File: src/rtl/instr_sequencer_if.sv
// Sequencer host/cpu bundle: store write port, run control, cpu result and issue outputs.
// The master side is the host driving loads and starts; the slave side is the sequencer.
interface instr_sequencer_if #(
  parameter int AW = 4,
  parameter int IW = 13
);
  logic          load_en;
  logic [AW-1:0] load_addr;
  logic [IW-1:0] load_data;
  logic          start;
  logic [AW:0]   prog_len;
  logic          abort;
  logic [7:0]    result_in;
  logic [IW-1:0] instr_out;
  logic          instr_valid;
  logic [AW-1:0] pc;
  logic          busy;
  logic          done;
  logic [7:0]    last_result;

  modport master (
    output load_en, load_addr, load_data, start, prog_len, abort, result_in,
    input  instr_out, instr_valid, pc, busy, done, last_result
  );

  modport slave (
    input  load_en, load_addr, load_data, start, prog_len, abort, result_in,
    output instr_out, instr_valid, pc, busy, done, last_result
  );
endinterface

File: src/rtl/instr_sequencer.sv
// Issues a stored program to the cpu one instruction per clock, then captures its result.
// Start-to-done is N+1 cycles for N instructions; no backpressure, the cpu takes one per clock.
module instr_sequencer #(
  parameter int AW = 4,
  parameter int IW = 13,
  parameter logic [IW-1:0] NOP_INSTR = '0
) (
  input logic             clk,
  input logic             reset,
  instr_sequencer_if.slave bus
);
  localparam int DEPTH = 1 << AW;
  localparam logic [AW:0] DEPTH_L = DEPTH[AW:0];

  typedef enum logic [1:0] {
    S_IDLE  = 2'd0,
    S_ISSUE = 2'd1,
    S_WAIT  = 2'd2,
    S_DONE  = 2'd3
  } state_e;

  state_e        state_q, state_d;
  logic [AW:0]   len_q, len_d, len_clamp;
  logic [AW-1:0] pc_q, pc_d, pc_inc;
  logic [IW-1:0] instr_q, instr_d;
  logic          valid_q, valid_d;
  logic [7:0]    last_result_q, last_result_d;
  logic [IW-1:0] store_q [DEPTH];
  logic          store_we;

  assign len_clamp = (bus.prog_len > DEPTH_L) ? DEPTH_L : bus.prog_len;
  assign pc_inc    = pc_q + 1'b1;
  assign store_we  = bus.load_en && ((state_q == S_IDLE) || (state_q == S_DONE));

  always_comb begin
    state_d       = state_q;
    len_d         = len_q;
    pc_d          = pc_q;
    instr_d       = instr_q;
    valid_d       = valid_q;
    last_result_d = last_result_q;
    case (state_q)
      S_IDLE: begin
        if (bus.start) begin
          len_d = len_clamp;
          pc_d  = '0;
          if (len_clamp != '0) begin
            state_d = S_ISSUE;
            instr_d = store_q[0];
            valid_d = 1'b1;
          end else begin
            state_d = S_DONE;
          end
        end
      end
      S_ISSUE: begin
        if (bus.abort) begin
          state_d = S_IDLE;
          instr_d = NOP_INSTR;
          valid_d = 1'b0;
          pc_d    = '0;
        end else if ({1'b0, pc_q} == (len_q - 1'b1)) begin
          state_d = S_WAIT;
          instr_d = NOP_INSTR;
          valid_d = 1'b0;
        end else begin
          pc_d    = pc_inc;
          instr_d = store_q[pc_inc];
        end
      end
      S_WAIT: begin
        // The cpu registers its last result during this cycle, so it is sampled here.
        if (bus.abort) begin
          state_d = S_IDLE;
          pc_d    = '0;
        end else begin
          last_result_d = bus.result_in;
          state_d       = S_DONE;
        end
      end
      S_DONE: begin
        state_d = S_IDLE;
      end
      default: begin
        state_d = S_IDLE;
      end
    endcase
  end

  always_ff @(posedge clk or posedge reset) begin
    if (reset) begin
      state_q       <= S_IDLE;
      len_q         <= '0;
      pc_q          <= '0;
      instr_q       <= NOP_INSTR;
      valid_q       <= 1'b0;
      last_result_q <= '0;
    end else begin
      state_q       <= state_d;
      len_q         <= len_d;
      pc_q          <= pc_d;
      instr_q       <= instr_d;
      valid_q       <= valid_d;
      last_result_q <= last_result_d;
    end
  end

  // Store survives reset so a host can rerun a program without reloading it.
  always_ff @(posedge clk) begin
    if (store_we) begin
      store_q[bus.load_addr] <= bus.load_data;
    end
  end

  assign bus.instr_out   = instr_q;
  assign bus.instr_valid = valid_q;
  assign bus.pc          = pc_q;
  assign bus.busy        = (state_q == S_ISSUE) || (state_q == S_WAIT);
  assign bus.done        = (state_q == S_DONE);
  assign bus.last_result = last_result_q;
endmodule

File: src/flat_wrapper.sv
// flat-port wrapper written by rule: the top's interface ports become plain ports
module instr_sequencer_flat 
#(
  parameter int AW = 4,
  parameter int IW = 13,
  parameter logic [IW-1:0] NOP_INSTR = '0
)
  (clk, reset, bus_load_en, bus_load_addr, bus_load_data, bus_start, bus_prog_len, bus_abort, bus_result_in, bus_instr_out, bus_instr_valid, bus_pc, bus_busy, bus_done, bus_last_result);
  instr_sequencer_if #(.AW(AW), .IW(IW)) bus_i ();
  input logic clk;
  input logic reset;
  input wire logic [$bits(bus_i.load_en)-1:0] bus_load_en;
  input wire logic [$bits(bus_i.load_addr)-1:0] bus_load_addr;
  input wire logic [$bits(bus_i.load_data)-1:0] bus_load_data;
  input wire logic [$bits(bus_i.start)-1:0] bus_start;
  input wire logic [$bits(bus_i.prog_len)-1:0] bus_prog_len;
  input wire logic [$bits(bus_i.abort)-1:0] bus_abort;
  input wire logic [$bits(bus_i.result_in)-1:0] bus_result_in;
  output wire logic [$bits(bus_i.instr_out)-1:0] bus_instr_out;
  output wire logic [$bits(bus_i.instr_valid)-1:0] bus_instr_valid;
  output wire logic [$bits(bus_i.pc)-1:0] bus_pc;
  output wire logic [$bits(bus_i.busy)-1:0] bus_busy;
  output wire logic [$bits(bus_i.done)-1:0] bus_done;
  output wire logic [$bits(bus_i.last_result)-1:0] bus_last_result;
  assign bus_i.load_en = bus_load_en;
  assign bus_i.load_addr = bus_load_addr;
  assign bus_i.load_data = bus_load_data;
  assign bus_i.start = bus_start;
  assign bus_i.prog_len = bus_prog_len;
  assign bus_i.abort = bus_abort;
  assign bus_i.result_in = bus_result_in;
  assign bus_instr_out = bus_i.instr_out;
  assign bus_instr_valid = bus_i.instr_valid;
  assign bus_pc = bus_i.pc;
  assign bus_busy = bus_i.busy;
  assign bus_done = bus_i.done;
  assign bus_last_result = bus_i.last_result;
  instr_sequencer #(.AW(AW), .IW(IW), .NOP_INSTR(NOP_INSTR)) u_core (.clk(clk), .reset(reset), .bus(bus_i));
endmodule
File: config.mk
export PLATFORM = sky130hd
export DESIGN_NAME = instr_sequencer_flat
export DESIGN_NICKNAME = d
export VERILOG_FILES = /design/src/rtl/instr_sequencer_if.sv /design/src/rtl/instr_sequencer.sv /design/src/flat_wrapper.sv
export SDC_FILE = /design/constraint.sdc
export NUM_CORES = 1
export LEC_CHECK = 0
export CAP_MARGIN = 20
export CELL_PAD_IN_SITES_DETAIL_PLACEMENT = 0
export CELL_PAD_IN_SITES_GLOBAL_PLACEMENT = 1
export CORE_MARGIN = 2
export CORE_UTILIZATION = 51
export CTS_BUF_LIST = sky130_fd_sc_hd__clkbuf_16
export CTS_CLUSTER_SIZE = 20
export DETAILED_ROUTE_END_ITERATION = 10
export PLACE_DENSITY_LB_ADDON = 0.12
export SYNTH_ARGS = -nofsm -noshare
export SYNTH_HDL_FRONTEND = slang
export SYNTH_SLANG_ARGS = --single-unit
export TNS_END_PERCENT = 30
File: constraint.sdc
create_clock -name clk -period 3.8 [get_ports clk]
set_clock_uncertainty 0.2 [all_clocks]
set_input_delay 0.38 -clock clk [delete_from_list [all_inputs] [get_ports clk]]
set_output_delay 0.38 -clock clk [all_outputs]
set_load 0.05 [all_outputs]
==> run metrics <==
status completed; wire length per cell 22.0 um; Avg Cell Area, Syn 18.8 um2; Setup WS pre-CTS 843 ps; CTS tree yes; Vias 5122; Leak 4.01 nW; DR vias/cell 5.70; IO Count 63; cell area after placement 0.0109 mm2; Tightest Pin Transition 788 ps; num rows 50; Initial Util 0.523; Syn Inst Count 523; CP max FO 16; crit path kind register to register; clock root buffer clkbuf_16; insertion delay to the later sink of the worst-skew pair 520 ps; sequential-to-total area share from yosys stat 0.718; Area Overhead vs Synth 21.3%; H-tree levels 1; most frequent cells after synthesis edfxtp_1, mux4_2, dfrtp_1; RSZ-0062 raised after global routing no; Data arrival, critical path 3150 ps; Async SR Flop Fraction 0.137; top-area cell type share of the netlist area 0.634; syn nets 566; cell with the most instances after synthesis edfxtp_1; Final Power 8.98 mW; Post-DRT Antenna Nets 0; post_cts resized 0; Pre-antenna DRT Iters 4; Cell Pwr Density 752 mW/mm2; PnR worst setup slack 852 ps; antenna violations before repair 0; clock slew at reported path FFs 60 ps; Setup violations, final 0; Max IR drop VDD 0.483 mV; GRT Total Usage 0.204; layout cell share with drive strength beyond 1 0.249; synth warn 0; Die ar. 0.0204 mm2; period utilization 0.776; Post-synth EDFFs 208; clk sinks 241; DIE HEIGHT 143 um; Clock Tree Buf Depth 3; r2r setup slk 850 ps; Fin Setup TNS 0 ps; fmax 339 MHz; Synth Register Bits 241; relative max-transition margin 0.475; Worst Hold Class primary input to register; CTS Buf Count 26; nets 662; floorplan core area 0.0188 mm2; Synth Flop Type edfxtp_1; Startpoint Class register; DIE WIDTH 143 um; fin. max-slew vios 0; post-synth top area cell edfxtp_1; top area cells in the synthesized netlist edfxtp_1, mux4_2, dfrtp_1, mux2i_1, mux2_2; design area 0.0120 mm2; min Tclk post-route 2950 ps; Port-buffer cells 62; gr ovfl total 0; CP endpoint kind register; final WL 19800 um; ant diodes 0; Post-route DRC 0; required time worst endpoint 4000 ps; Fin. Hold Viols 0; first-pass GRT wire length 31100 um; Synth cell types 45; DPL Wire Length 12600 um; vias in the first global route 5395; initial DRC count 409; Max-cap violations 0; Synth Cell Area 0.00985 mm2; largest net degree at the start of global routing 27; GP Congestion 0.772
==> flip-flops by register name (all words and copies together) (netlist names) <==
signal / flops
u_core.store_q: 208
u_core.bus.instr_out: 13
u_core.bus.last_result: 8
u_core.len_q: 5
u_core.bus.pc: 4
u_core.state_q: 2
u_core.bus.instr_valid: 1
==> cell type report <==
type                            count  area [um2]
Tap cell                          260         325
Fill cell                        1308        6880
Clock inverter                     21         329
Timing Repair Buffer               92         881
Inverter                            7        26.3
Multi-Input combinational cell    251        2640
Sequential cell                   241        7080
Clock buffer                       27         676
==> repair_timing <==
action,in CTS,in global routing
endpoints found under the hold margin,0,7
endpoints found under the setup margin,0,0
hold buffers,0,1
setup buffers,0,0
==> where the power goes <==
group	internal [mW]	total [mW]	switching, mW
Sequential	3.10	3.25	0.150
Combinational	1.26	2.85	1.59
Clock	1.89	2.89	0.990
==> worst paths after layout <==
check | start | to | depth (start not counted)
worst max-delay path | u_core.bus.pc[0] | u_core.bus.instr_out[0] | 7
worst min-delay path | bus_prog_len[3] | u_core.len_q[3] | 3
worst max register to register | u_core.bus.pc[0] | u_core.bus.instr_out[0] | 7
worst min register to register | u_core.bus.last_result[2] | u_core.bus.last_result[2] | 1
max in group asynchronous | reset | u_core.state_q[1] | 5
min in group asynchronous | reset | u_core.bus.last_result[7] | 3
==> worst max-delay path, cell delays in order (launching register included) <==
cell and delay (ps):
dfrtp_4 560, ha_2 660, buf_4 370, mux4_2 540, mux2i_1 150, mux2i_1 90, a21oi_1 190, a21oi_2 70
==> per-stage QoR <==
stage	hold WS, ps	cells	util
after floorplan	273	523	-
after global placement	288	849	0.579
after detailed placement	294	849	0.579
after CTS	259	897	0.633
after global routing	270	899	0.635
final	271	899	0.635
==> placed cells by master, fill, tap and decap left out, types with 16 or more instances in the layout <==
master,instances
edfxtp_1,208
mux4_2,52
buf_4,27
nand2_1,24
nor2b_1,16
clkdlybuf4s50_1,62
dfrtp_1,32
clkbuf_16,27
mux2i_1,28
nor2_1,19
==> per-layer routing <==
layer,track usage,part of all wire,vias to the layer above,wire length [um]
met2,0.331,0.48,159,9520
met1,0.290,0.44,2657,8790
met4,0.0558,0.017,0,335
li1,-,-,2272,-
met5,0,0,-,0
met3,0.0339,0.059,34,1170
==> cells by family (layout without fill, tap and decap cells) <==
group	count (synthesis)	count (layout)	synth area share
muxes	97	97	0.167
xor gates and xnor gates	9	9	0.00876
adders and majority gates	8	8	0.0102
DFF	241	241	0.718
AOI/OAI and AO/OA	48	48	0.0318
and+or+nand+nor	89	89	0.0460
buffers and inverters	31	147	0.0184
Power figures use the tool's default switching activity.
